[config.mk]
export PLATFORM = sky130hd
export DESIGN_NAME = wb_queue
export DESIGN_NICKNAME = d
export VERILOG_FILES = /design/src/rtl/wb_queue.sv
export SDC_FILE = /design/constraint.sdc
export NUM_CORES = 1
export LEC_CHECK = 0
export CORE_MARGIN = 2
export CORE_UTILIZATION = 57
export DETAILED_ROUTE_END_ITERATION = 8
export PLACE_DENSITY_LB_ADDON = 0.3
export SKIP_CTS_REPAIR_TIMING = 1
export SYNTH_ARGS = -nofsm -noshare
export SYNTH_HDL_FRONTEND = slang
export SYNTH_SLANG_ARGS = --single-unit
[constraint.sdc]
create_clock -name clk -period 3.3 [get_ports clk]
set_input_delay 0.495 -clock clk [delete_from_list [all_inputs] [get_ports clk]]
set_output_delay 0.495 -clock clk [all_outputs]
set_load 0.01 [all_outputs]
[src/rtl/wb_queue.sv]
// Write-back queue: merges ALU and load-unit results into a DEPTH-entry FIFO,
// drains one entry per cycle into a registered register-file write port, and
// offers a combinational forwarding lookup over the queued (not yet written)
// entries. Writes to address 0 are discarded and counted.
module wb_queue #(
  parameter int ADDR_W = 5,
  parameter int DATA_W = 8,
  parameter int DEPTH  = 4
) (
  input  logic              clk,
  input  logic              rst,
  input  logic              alu_valid,
  output logic              alu_ready,
  input  logic [ADDR_W-1:0] alu_addr,
  input  logic [DATA_W-1:0] alu_data,
  input  logic              mem_valid,
  output logic              mem_ready,
  input  logic [ADDR_W-1:0] mem_addr,
  input  logic [DATA_W-1:0] mem_data,
  output logic              write_enable,
  output logic [ADDR_W-1:0] write_address,
  output logic [DATA_W-1:0] write_data,
  input  logic [ADDR_W-1:0] fwd_address,
  output logic              fwd_hit,
  output logic [DATA_W-1:0] fwd_data,
  output logic [7:0]        drop_count
);

  localparam int PTR_W = (DEPTH > 1) ? $clog2(DEPTH) : 1;
  localparam int CNT_W = PTR_W + 1;
  localparam logic [CNT_W-1:0] CNT_FULL  = CNT_W'(DEPTH);
  localparam logic [CNT_W-1:0] CNT_LAST  = CNT_W'(DEPTH - 1);
  localparam logic [CNT_W-1:0] CNT_ROOM2 = CNT_W'(DEPTH - 2);

  logic [ADDR_W-1:0] addr_q [DEPTH];
  logic [DATA_W-1:0] data_q [DEPTH];

  logic [PTR_W-1:0]  head_q, head_d, tail_q, tail_d, mem_slot, fwd_idx;
  logic [CNT_W-1:0]  count_q, count_d;
  logic              we_q, we_d;
  logic [ADDR_W-1:0] wa_q, wa_d;
  logic [DATA_W-1:0] wd_q, wd_d;
  logic [7:0]        drop_q, drop_d;
  logic              alu_fire, mem_fire, pop;

  // Acceptance is decided from the registered count only; the same-cycle pop
  // never frees a slot. The MEM port yields the last slot to the ALU port.
  always_comb begin
    alu_ready = (count_q < CNT_FULL);
    mem_ready = (count_q <= CNT_ROOM2) || ((count_q == CNT_LAST) && !alu_valid);
    alu_fire  = alu_valid && alu_ready;
    mem_fire  = mem_valid && mem_ready;
  end

  // Pointer/count bookkeeping and write-port next state; ALU entry lands
  // ahead of the MEM entry when both are accepted in one cycle.
  always_comb begin
    pop      = (count_q != '0);
    mem_slot = alu_fire ? tail_q + PTR_W'(1) : tail_q;
    tail_d   = tail_q + PTR_W'(alu_fire) + PTR_W'(mem_fire);
    head_d   = pop ? head_q + PTR_W'(1) : head_q;
    count_d  = count_q + CNT_W'(alu_fire) + CNT_W'(mem_fire) - CNT_W'(pop);
    we_d     = 1'b0;
    wa_d     = wa_q;
    wd_d     = wd_q;
    drop_d   = drop_q;
    if (pop) begin
      wa_d = addr_q[head_q];
      wd_d = data_q[head_q];
      if (addr_q[head_q] != '0) begin
        we_d = 1'b1;
      end else if (drop_q != 8'hFF) begin
        drop_d = drop_q + 8'd1;
      end
    end
  end

  // Control and write-port registers, cleared by the asynchronous reset.
  always_ff @(posedge clk or negedge rst) begin
    if (!rst) begin
      head_q  <= '0;
      tail_q  <= '0;
      count_q <= '0;
      we_q    <= 1'b0;
      wa_q    <= '0;
      wd_q    <= '0;
      drop_q  <= '0;
    end else begin
      head_q  <= head_d;
      tail_q  <= tail_d;
      count_q <= count_d;
      we_q    <= we_d;
      wa_q    <= wa_d;
      wd_q    <= wd_d;
      drop_q  <= drop_d;
    end
  end

  // Entry storage; validity is tracked by head/count so no reset is needed.
  always_ff @(posedge clk) begin
    if (alu_fire) begin
      addr_q[tail_q] <= alu_addr;
      data_q[tail_q] <= alu_data;
    end
    if (mem_fire) begin
      addr_q[mem_slot] <= mem_addr;
      data_q[mem_slot] <= mem_data;
    end
  end

  // Forwarding: scan oldest to newest so the newest match wins.
  always_comb begin
    fwd_hit  = 1'b0;
    fwd_data = '0;
    fwd_idx  = '0;
    for (int unsigned i = 0; i < DEPTH; i++) begin
      fwd_idx = head_q + PTR_W'(i);
      if ((CNT_W'(i) < count_q) && (fwd_address != '0) &&
          (addr_q[fwd_idx] == fwd_address)) begin
        fwd_hit  = 1'b1;
        fwd_data = data_q[fwd_idx];
      end
    end
  end

  assign write_enable  = we_q;
  assign write_address = wa_q;
  assign write_data    = wd_q;
  assign drop_count    = drop_q;

endmodule

==> flow_summary.ini <==
[global_route]
antenna_found_initial = 0
grt_overflow = 0
grt_pass1_vias = 4056
grt_max_degree = 41
grt_pass1_wl_mm = 21.3
grtUsageTotal_pct = 26.7

[sta]
tightest_slew_ns = 0.707
fin_crit_ns = 3.55
setup_viol = 8
slew_headroom_pct = 52.9
final_hold_viol_count = 0
rsz0062_at_grt = true
skew_ns = 0.0152
drv_slew = 0
fmax_mhz = 282
finalCritPeriodShare_pct = 108
setup_slack_ns = -0.252

[clock_network]
cts_tree = done
clk_path_buf_depth = 2
clk_pin_slew_ns = 0.10
ctsHtreeMaxLevel = 3
clkSinkCount = 81
numCtsBuffers = 9
cts_root_buf = clkbuf_8
worstSkewPairLatency_ns = 0.36

[layout]
nets = 634
final_cells = 722
area_delta_synth_final_pct = 27.0
num-fill-cells = 632
multiInputGateArea_um2 = 3110
antennaDiodeCount = 0
final_layout_size_suffix_gt1_share_pct = 34.1
design_area_um2 = 7020
regArea_um2 = 2290

[synthesis]
yosysUniqueCellTypes = 56
synth_top_cell_by_area = edfxtp_1
yosys_warnings = 0
postSynthNetCount = 515
ys_seq_area_share_pct = 41.4
async_flop_share_pct = 35.8
netlist_top_cells_area = edfxtp_1, mux2_2, dfrtp_1
syn-instance-count = 469
syn_area_um2 = 5530
synth_edf_count = 52
yosysTopAreaCellShare_pct = 28.3
syn_area_per_cell_um2 = 11.8
ys.flop_type = edfxtp_1
synth_seq_cells = 81

[die]
initial_core_util_pct = 59.2
fp.dieH_um = 102
core_region_area_um2 = 9330
die_area_um2 = 10500
fp.dieW_um = 102
row_count = 35
pin_count = 68

[detailed_routing]
wl_per_cell_um = 19.2
viasPerCell = 6.05
drt_first_pass_iters = 5
vias = 4367
drcViolationCount = 0
finalWirelength_mm = 13.8
ant_nets = 0
drt_iter0_markers = 192

[worst_setup_path]
critPathLaunchType = flip-flop
path_max_fanout = 5
end_kind = primary output
critPathRequiredTime_ns = 2.80
worst-setup-path-type = reg -> out
arrival_ns = 3.06

[flow_run]
cap_violations = 0

[place]
place_area_um2 = 6650
dpl.hpwl_mm = 9.73
globalplace.congestion = 0.873
dp_cells = 687
numPortBuffers = 67

[power_and_ir_drop]
peakVddDrop_v = 0.000460
powerDensity_nw_per_um2 = 916
total_power_mw = 6.43
power_leakage_nw = 2.72

[outcome]
status = finished, violations left
violations = setup timing

[min_path]
holdCritPathClass = reg -> reg
==> critical path: stages (launching register included) <==
cell and delay (ns):
dfrtp_2 0.47, buf_4 0.15, mux2i_2 0.26, o22ai_1 0.13, or3_1 0.41, a2111oi_4 0.35, buf_4 0.17, buf_6 0.12
buf_4 0.11, mux2i_1 0.20, a22o_1 0.17, clkbuf_2 0.14
==> final timing paths <==
check / start / endpoint / slack, ns / depth (start not counted)
worst min register to register: write_data[6]$_DFFE_PN0N_ / write_data[6]$_DFFE_PN0N_ / 0.47 / 2
worst max-delay path: head_q[1]$_DFFE_PN0N_ / fwd_data[0] / -0.25 / 11
worst min-delay path: write_data[6]$_DFFE_PN0N_ / write_data[6]$_DFFE_PN0N_ / 0.47 / 2
max in group asynchronous: rst / head_q[0]$_DFFE_PN0N_ / 2.50 / 2
worst max register to register: head_q[0]$_DFFE_PN0N_ / drop_count[1]$_DFFE_PN0P_ / 0.53 / 7
min in group asynchronous: rst / drop_count[4]$_DFFE_PN0P_ / 0.50 / 2
==> per-layer routing <==
| metal | wire, um | GRT usage, % | share of wire (%) |
|---|---|---|---|
| met1 | 6050 | 37.4 | 44 |
| met2 | 6510 | 42.0 | 47 |
| met3 | 1030 | 5.13 | 7.5 |
| met4 | 246 | 8.62 | 1.8 |
| met5 | 0 | 0 | 0 |
==> cells in the final DEF (no fill, tap or decap), types with 9 or more instances in the layout <==
cell             instances
mux2i_1                 27
clkbuf_8                 9
nand2_1                 49
inv_1                   12
o21ai_0                 10
buf_4                   59
edfxtp_1                52
mux4_2                  15
xor2_1                   9
mux2_2                  75
nor2_1                  15
xnor2_1                 15
clkdlybuf4s50_1         58
dfrtp_1                 27
a21oi_1                 13
==> report_power, final <==
part           leakage, nW  total [mW]  internal (mW)  switching [mW]
registers            0.827        1.76           1.50           0.256
clock network       0.0839       0.664          0.279           0.385
logic                 1.81        4.01           1.99            2.02
==> logic make-up (layout without fill, tap and decap cells) <==
kind of cell	after synthesis	after routing	share of synthesized area (%)
mux	122	122	27.9
flops	81	81	41.4
simple gates	116	116	10.7
xor+xnor	28	28	4.44
fa+ha+maj	11	11	2.90
compound gates	67	67	9.04
buf+inv	44	168	3.62
==> sequential cells by signal, summed over array words and instances, names as in the netlist <==
register	count
tail_q	2
head_q	2
write_data	8
count_q	3
write_address	5
addr_q	20
drop_count	8
data_q	32
write_enable	1
==> final cells by class <==
cell class | instances | share of cell area, %
clock buffer | 9 | 1.77
clock inverter | 7 | 0.767
tap | 129 | 2.30
timing repair buffer | 137 | 17.4
multi-input combinational | 344 | 44.4
inverter | 15 | 0.802
sequential | 81 | 32.6
==> synthesized netlist by cell type, types with 8 or more instances <==
library cell,instances
dfrtp_1,29
xnor2_1,18
nor2_1,16
mux2_2,75
xor2_1,10
nor3b_1,8
ha_1,8
nand2_1,49
a21oi_1,13
mux4_2,14
o21ai_0,10
clkbuf_1,17
mux2i_1,29
edfxtp_1,52
inv_1,12
==> per-stage QoR <==
| stage | setup TNS [ns] | utilization, % | hold WS, ns | setup slack (ns) |
|---|---|---|---|---|
| global placement | -1.98 | 71.3 | 0.449 | -0.265 |
| finish | -1.41 | 75.2 | 0.469 | -0.252 |
| detailed placement | -2.24 | 71.3 | 0.455 | -0.280 |
| global route | -2.36 | 75.2 | 0.488 | -0.351 |
| CTS | -4.45 | 73.2 | 0.474 | -0.517 |
| floorplan | 0 | - | 0.199 | 0.470 |
Power figures use the tool's default switching activity.
